==> src/rtl/fifo_arb_pkg.sv <==
// -----------------------------------------------------------------------------
// fifo_arb_pkg
// Shared types and defaults for the FIFO write-port arbiter slice.
//   arb_state_e    : arbiter FSM states (idle / packet locked to an owner)
//   *_DEF          : default widths used by fifo_wr_arbiter and its interface
//   rr_next()      : round-robin pointer advance with modulo wrap
// -----------------------------------------------------------------------------
package fifo_arb_pkg;

  typedef enum logic [0:0] {ARB_IDLE, ARB_LOCKED} arb_state_e;

  localparam int NUM_REQ_DEF    = 4;
  localparam int DATA_WIDTH_DEF = 32;
  localparam int CNT_WIDTH_DEF  = 16;

  // Index following idx in a ring of n requesters.
  function automatic int rr_next(input int idx, input int n);
    return (idx + 1 >= n) ? 0 : idx + 1;
  endfunction

endpackage

==> src/rtl/fifo_wr_arbiter_if.sv <==
// -----------------------------------------------------------------------------
// fifo_wr_arbiter_if
// Bundles the requester handshakes and the FIFO write port seen by the arbiter.
//   req_valid/req_last/req_data/req_ready : per-requester beat handshake
//   fifo_wr_en/fifo_wr_data/fifo_full     : FIFO write side (fifoIf writer)
//   grant_id/busy                         : arbitration status
// Modports:
//   master : the arbiter (drives ready, FIFO write, status)
//   slave  : the environment (requesters + FIFO)
// -----------------------------------------------------------------------------
interface fifo_wr_arbiter_if #(
  parameter int NUM_REQ    = 4,
  parameter int DATA_WIDTH = 32
);
  localparam int IW = $clog2(NUM_REQ);

  logic [NUM_REQ-1:0]            req_valid;
  logic [NUM_REQ-1:0]            req_last;
  logic [NUM_REQ*DATA_WIDTH-1:0] req_data;
  logic [NUM_REQ-1:0]            req_ready;
  logic                          fifo_wr_en;
  logic [DATA_WIDTH-1:0]         fifo_wr_data;
  logic                          fifo_full;
  logic [IW-1:0]                 grant_id;
  logic                          busy;

  modport master (
    input  req_valid, req_last, req_data, fifo_full,
    output req_ready, fifo_wr_en, fifo_wr_data, grant_id, busy
  );

  modport slave (
    output req_valid, req_last, req_data, fifo_full,
    input  req_ready, fifo_wr_en, fifo_wr_data, grant_id, busy
  );
endinterface

==> src/rtl/fifo_wr_arbiter_rr_select.sv <==
// -----------------------------------------------------------------------------
// rr_select
// Combinational rotate-priority finder: returns the first asserted request
// scanning ptr, ptr+1, ... with wrap at N. Reusable by any round-robin arbiter.
//   req   in  N   : request vector
//   ptr   in  IW  : highest-priority index this cycle (must be < N)
//   found out 1   : at least one request asserted
//   idx   out IW  : winning index, 0 when nothing is requested
// -----------------------------------------------------------------------------
module rr_select #(
  parameter  int N  = 4,
  localparam int IW = $clog2(N)
) (
  input  logic [N-1:0]  req,
  input  logic [IW-1:0] ptr,
  output logic          found,
  output logic [IW-1:0] idx
);

  always_comb begin
    int          j;
    logic [IW-1:0] jj;
    found = 1'b0;
    idx   = '0;
    j     = 0;
    jj    = '0;
    for (int k = 0; k < N; k++) begin
      j = int'(ptr) + k;
      if (j >= N) j = j - N;
      jj = IW'(j);
      if (!found && req[jj]) begin
        found = 1'b1;
        idx   = jj;
      end
    end
  end

endmodule

==> src/rtl/fifo_wr_arbiter.sv <==
// -----------------------------------------------------------------------------
// fifo_wr_arbiter
// Packet-level round-robin arbiter sharing one FIFO write port among NUM_REQ
// requesters. A winner owns the FIFO until its last beat is accepted, so
// packets never interleave. All datapaths are combinational (no output regs).
// Ports:
//   clk        in   : clock, all state on posedge
//   rst        in   : asynchronous active-low reset; forces ready/wr_en/
//                     busy/grant_id to 0 while low
//   bus        if   : fifo_wr_arbiter_if.master (requesters + FIFO + status)
//   stats_clr  in   : synchronous clear of packet counters   (stats build)
//   pkt_cnt    out  : saturating completed-packet counters   (stats build)
// Build option:
//   FIFO_WR_ARB_STATS_EN : adds stats_clr/pkt_cnt and per-requester counters.
// -----------------------------------------------------------------------------
module fifo_wr_arbiter
  import fifo_arb_pkg::*;
#(
  parameter int NUM_REQ    = NUM_REQ_DEF,
  parameter int DATA_WIDTH = DATA_WIDTH_DEF
`ifdef FIFO_WR_ARB_STATS_EN
  ,
  parameter int CNT_WIDTH  = CNT_WIDTH_DEF
`endif
) (
  input  logic                         clk,
  input  logic                         rst,
`ifdef FIFO_WR_ARB_STATS_EN
  input  logic                         stats_clr,
  output logic [NUM_REQ*CNT_WIDTH-1:0] pkt_cnt,
`endif
  fifo_wr_arbiter_if.master            bus
);

  localparam int IW = $clog2(NUM_REQ);

  arb_state_e            state_q, state_d;
  logic [IW-1:0]         owner_q, owner_d;
  logic [IW-1:0]         rr_ptr_q, rr_ptr_d;

  logic                  cand_found;
  logic [IW-1:0]         cand_idx;
  logic [IW-1:0]         sel;
  logic                  sel_valid;
  logic                  sel_last;
  logic                  owner_valid;
  logic [DATA_WIDTH-1:0] sel_data;
  logic                  accept;

  rr_select #(.N(NUM_REQ)) u_rr_select (
    .req   (bus.req_valid),
    .ptr   (rr_ptr_q),
    .found (cand_found),
    .idx   (cand_idx)
  );

  always_ff @(posedge clk or negedge rst) begin
    if (!rst) begin
      state_q  <= ARB_IDLE;
      owner_q  <= '0;
      rr_ptr_q <= '0;
    end else begin
      state_q  <= state_d;
      owner_q  <= owner_d;
      rr_ptr_q <= rr_ptr_d;
    end
  end

  always_comb begin
    state_d           = state_q;
    owner_d           = owner_q;
    rr_ptr_d          = rr_ptr_q;
    owner_valid       = 1'b0;
    sel_last          = 1'b0;
    sel_data          = '0;
    bus.req_ready     = '0;

    sel = (state_q == ARB_LOCKED) ? owner_q : cand_idx;

    for (int i = 0; i < NUM_REQ; i++) begin
      if (sel == IW'(i)) begin
        owner_valid = bus.req_valid[i];
        sel_last    = bus.req_last[i];
        sel_data    = bus.req_data[i*DATA_WIDTH +: DATA_WIDTH];
      end
    end

    // In IDLE the finder already tells us whether anyone is requesting.
    sel_valid = (state_q == ARB_LOCKED) ? owner_valid : cand_found;
    // Gating with rst keeps every handshake output low during reset.
    accept    = rst && sel_valid && !bus.fifo_full;

    if (accept) begin
      if (sel_last) begin
        state_d  = ARB_IDLE;
        rr_ptr_d = IW'(rr_next(int'(sel), NUM_REQ));
      end else if (state_q == ARB_IDLE) begin
        state_d = ARB_LOCKED;
        owner_d = sel;
      end
    end

    for (int i = 0; i < NUM_REQ; i++) begin
      bus.req_ready[i] = accept && (sel == IW'(i));
    end
    bus.fifo_wr_en   = accept;
    bus.fifo_wr_data = sel_data;
    bus.busy         = rst && (state_q == ARB_LOCKED);
    bus.grant_id     = rst ? sel : '0;
  end

`ifdef FIFO_WR_ARB_STATS_EN
  // Completed-packet counters: count accepted last beats, saturate at all-ones,
  // and let a clear win over a same-cycle increment.
  for (genvar g = 0; g < NUM_REQ; g++) begin : g_cnt
    logic [CNT_WIDTH-1:0] cnt_q;

    always_ff @(posedge clk or negedge rst) begin
      if (!rst) begin
        cnt_q <= '0;
      end else if (stats_clr) begin
        cnt_q <= '0;
      end else if (accept && sel_last && (sel == IW'(g)) && (cnt_q != '1)) begin
        cnt_q <= cnt_q + 1'b1;
      end
    end

    assign pkt_cnt[g*CNT_WIDTH +: CNT_WIDTH] = cnt_q;
  end
`endif

endmodule
==> src/flat_wrapper.sv <==
// flat-port wrapper written by rule: the top's interface ports become plain ports
module fifo_wr_arbiter_flat import fifo_arb_pkg::*;
#(
  parameter int NUM_REQ    = NUM_REQ_DEF,
  parameter int DATA_WIDTH = DATA_WIDTH_DEF

)
  (clk, rst, bus_req_valid, bus_req_last, bus_req_data, bus_fifo_full, bus_req_ready, bus_fifo_wr_en, bus_fifo_wr_data, bus_grant_id, bus_busy);
  fifo_wr_arbiter_if #(.NUM_REQ(NUM_REQ), .DATA_WIDTH(DATA_WIDTH)) bus_i ();
  input  logic clk;
  input  logic rst;
  input wire logic [$bits(bus_i.req_valid)-1:0] bus_req_valid;
  input wire logic [$bits(bus_i.req_last)-1:0] bus_req_last;
  input wire logic [$bits(bus_i.req_data)-1:0] bus_req_data;
  input wire logic [$bits(bus_i.fifo_full)-1:0] bus_fifo_full;
  output wire logic [$bits(bus_i.req_ready)-1:0] bus_req_ready;
  output wire logic [$bits(bus_i.fifo_wr_en)-1:0] bus_fifo_wr_en;
  output wire logic [$bits(bus_i.fifo_wr_data)-1:0] bus_fifo_wr_data;
  output wire logic [$bits(bus_i.grant_id)-1:0] bus_grant_id;
  output wire logic [$bits(bus_i.busy)-1:0] bus_busy;
  assign bus_i.req_valid = bus_req_valid;
  assign bus_i.req_last = bus_req_last;
  assign bus_i.req_data = bus_req_data;
  assign bus_i.fifo_full = bus_fifo_full;
  assign bus_req_ready = bus_i.req_ready;
  assign bus_fifo_wr_en = bus_i.fifo_wr_en;
  assign bus_fifo_wr_data = bus_i.fifo_wr_data;
  assign bus_grant_id = bus_i.grant_id;
  assign bus_busy = bus_i.busy;
  fifo_wr_arbiter #(.NUM_REQ(NUM_REQ), .DATA_WIDTH(DATA_WIDTH)) u_core (.clk(clk), .rst(rst), .bus(bus_i));
endmodule
==> config.mk <==
export PLATFORM = sky130hd
export DESIGN_NAME = fifo_wr_arbiter_flat
export DESIGN_NICKNAME = d
export VERILOG_FILES = /design/src/rtl/fifo_arb_pkg.sv /design/src/rtl/fifo_wr_arbiter_if.sv /design/src/rtl/fifo_wr_arbiter_rr_select.sv /design/src/rtl/fifo_wr_arbiter.sv /design/src/flat_wrapper.sv
export SDC_FILE = /design/constraint.sdc
export NUM_CORES = 1
export LEC_CHECK = 0
export ABC_CLOCK_PERIOD_IN_PS = 2630
export CAP_MARGIN = 25
export CORE_MARGIN = 1
export CORE_UTILIZATION = 25
export DETAILED_ROUTE_END_ITERATION = 8
export PLACE_DENSITY = 0.83
export REMOVE_ABC_BUFFERS = 1
export SLEW_MARGIN = 20
export SYNTH_ARGS = -nofsm -noshare
export SYNTH_HDL_FRONTEND = slang
export SYNTH_SLANG_ARGS = --single-unit
==> constraint.sdc <==
create_clock -name clk -period 2.63 [get_ports clk]
set_input_delay 0.526 -clock clk [delete_from_list [all_inputs] [get_ports clk]]
set_output_delay 0.526 -clock clk [all_outputs]
set_load 0.005 [all_outputs]
==> flow_summary.json <==
{
  "slew_headroom": 0.751,
  "cp_common_cell": "buf_6",
  "root_buffer": "clkbuf_8",
  "combPwrFrac": 0.947,
  "rsz0062_at_grt": "yes",
  "critPathSlowestCell": "o41ai_4",
  "drive_gt1_frac": 0.389,
  "multi_input_area_um2": 1750,
  "path_cells": "buf_4, nand4b_1, o31ai_4, o41ai_4, inv_2, buf_6, ha_4, nand3b_1, a221oi_2, o21a_1, buf_4, buf_6, and2_4, buf_6",
  "holdWs_ps": 484,
  "area_delta_synth_final_pct": 186,
  "die_h_um": 79.9,
  "synthTopCellsByArea": "a221oi_1 18%, o31ai_1 16%, nor2b_1 14%",
  "vias": 2655,
  "async_flop_share": 1.00,
  "viasPerCell": 5.27,
  "yosysUniqueCellTypes": 32,
  "arrival_ps": 2720,
  "post-route-drc-count": 0,
  "postSynthAreaPerCell_um2": 7.08,
  "h-tree-depth": 1,
  "tightest_slew_ps": 371,
  "numCtsBuffers": 3,
  "yosys.cell_count.top_type": "nand2_1",
  "leakagePower_nw": 1.73,
  "rrSetupSlack_ps": -190,
  "required_ps": 2100,
  "wire_per_inst_um": 18.7,
  "die_w_um": 79.9,
  "fill_cells": 392,
  "synth_cells": 214,
  "grt_pass1_vias": 2804,
  "crit_buf_inv": 6,
  "drtIter0Drc": 70,
  "hold_path_class": "flip-flop to flip-flop",
  "cts_buffer_depth": 2,
  "p_per_area_nw_per_um2": 1290,
  "cts_tree": "done",
  "irDropWorstVdd_v": 0.000779,
  "yosys.area.top_type_share": 0.179,
  "utilization": 0.765,
  "yosys_warnings": 0,
  "end_kind": "output port",
  "cts_sinks": 5,
  "synthTopCellsByCount": "37 x nand2_1, 33 x nor2b_1, 32 x o31ai_1",
  "intPower_mw": 3.17,
  "track_usage": 0.274,
  "clkPwrFrac": 0.025,
  "synth_edf_count": 0,
  "synth_area_um2": 1520,
  "switching_share": 0.433,
  "initial_utilization": 0.267,
  "path_delay_family": "compound AO/OA/AOI/OAI gates",
  "hold_buffers": 0,
  "n_antenna_cell": 0,
  "p_seq_frac": 0.027,
  "synth-seq-cells": 5,
  "hold_violations": 0,
  "failed_checks": "setup timing",
  "dp_hpwl_um": 6000,
  "grt_max_degree": 45,
  "p_sw_mw": 2.42,
  "io_pins": 179,
  "nets": 576,
  "min_period_over_period": 1.24,
  "synthFlopType": "dfrtp_1",
  "layout_setup_ws_ps": -619,
  "grt_first_pass_wirelength_um": 13700,
  "max_freq_mhz": 308,
  "cts.clk_slew.worst_paths_ps": 40,
  "status": "finished with violations",
  "overflow": 0,
  "crit_fanout": 4,
  "drv_cap": 0,
  "gp_congestion": 0.782,
  "critPathKind": "input port to output port",
  "die-area_um2": 6380,
  "ant_nets": 0,
  "slew_violations": 0,
  "critPathLaunchType": "input port",
  "finClkSkew_ps": 4.20,
  "clk_latency_ps": 220,
  "drt_first_pass_iters": 4,
  "regArea_um2": 125,
  "cpPeakStageDelay_ps": 280,
  "drt_wl_total_um": 9410,
  "port_buffers": 178,
  "rows": 27,
  "ys_seq_area_frac": 0.0826,
  "setup_viol": 42,
  "synth_top_cell_by_area": "a221oi_1",
  "fin_crit_ps": 3250,
  "antenna_found_initial": 0,
  "core_um2": 5680
}
## timing repair
action	in CTS	in global routing
pin swaps	41	36
cloned	5	1
resized for setup	241	33
setup endpoints to repair	44	43
buffers inserted	21	6
## routing by layer
| metal | up-vias | wire length (um) | track usage |
|---|---|---|---|
| li1 | 1260 | - | - |
| met1 | 1234 | 3380 | 0.282 |
| met2 | 128 | 4890 | 0.521 |
| met3 | 33 | 739 | 0.0560 |
| met4 | 0 | 393 | 0.130 |
| met5 | - | 0 | 0 |
## power groups by stage
stage	logic [mW]	registers (mW)	clock network, mW
after floorplan	1.73	0.147	0
after global placement	3.82	0.140	0
after detailed placement	3.89	0.142	0
after CTS	4.86	0.143	0.146
after global routing	5.67	0.160	0.148
final	5.30	0.154	0.142
## layout make-up
cell class / count / share of cell area
Timing Repair Buffer: 237 / 0.531
Multi-Input combinational cell: 180 / 0.404
Sequential cell: 5 / 0.0288
Tap cell: 72 / 0.0208
Clock buffer: 4 / 0.0104
Inverter: 6 / 0.00519
## worst register-to-register path: stages, from the launching register on
cell      delay [ps]
dfrtp_1          420
nand4b_1         220
o31ai_4          120
o41ai_4          280
inv_2             90
buf_6            130
ha_4             170
buf_6            150
buf_16           170
nand3b_4         170
a211oi_4         320
o211ai_2         160
mux2_4           320
## state kept, by name, summed over array words and instances, names as in the netlist
register and cells:
u_core.rr_ptr_q 2, u_core.state_q 1, u_core.owner_q 2
## placed cells by master, fill, tap and decap left out, types with 5 or more instances in the layout
cell,instances
buf_2,34
buf_6,17
a221oi_2,24
buf_12,6
a221oi_4,8
buf_4,36
nand2_1,37
o31ai_1,30
dfrtp_1,5
nor2b_1,31
clkdlybuf4s50_1,135
## worst paths after layout
kind                                                 from                              to  cells after the start
hold / removal              u_core.owner_q[0]$_DFFE_PN0P_   u_core.owner_q[0]$_DFFE_PN0P_                      1
setup reg to reg           u_core.rr_ptr_q[0]$_DFFE_PN0P_  u_core.rr_ptr_q[1]$_DFFE_PN0P_                     12
max in group asynchronous                             rst   u_core.owner_q[1]$_DFFE_PN0P_                      2
hold reg to reg             u_core.owner_q[0]$_DFFE_PN0P_   u_core.owner_q[0]$_DFFE_PN0P_                      1
min in group asynchronous                             rst  u_core.rr_ptr_q[1]$_DFFE_PN0P_                      2
setup / recovery                         bus_req_valid[3]                bus_req_ready[2]                     14
## kinds of logic after synthesis
| logic type | Yosys count | share of synthesized area |
|---|---|---|
| AO/OA/AOI/OAI | 79 | 0.433 |
| flip-flops | 5 | 0.0826 |
| multiplexers | 4 | 0.0314 |
| AND/OR/NAND/NOR | 93 | 0.339 |
| adder cells (fa/ha/maj) | 4 | 0.0330 |
| buffers and inverters | 29 | 0.0809 |
## per-stage QoR
step           cell area [um^2]  setup TNS, ps  total power [mW]  setup slack (ps)  instances
2_1_floorplan              1420         -48450              1.88             -1260        191
3_5_place_dp               3530         -48250              4.03             -1280        469
3_3_place_gp               3530         -46840              3.96             -1210        469
6_report                   4340         -19600              5.60              -619        504
5_1_grt                    4340         -23470              5.98              -722        504
4_1_cts                    4110         -18340              5.15              -526        499
(Power assumes the default switching activity.)
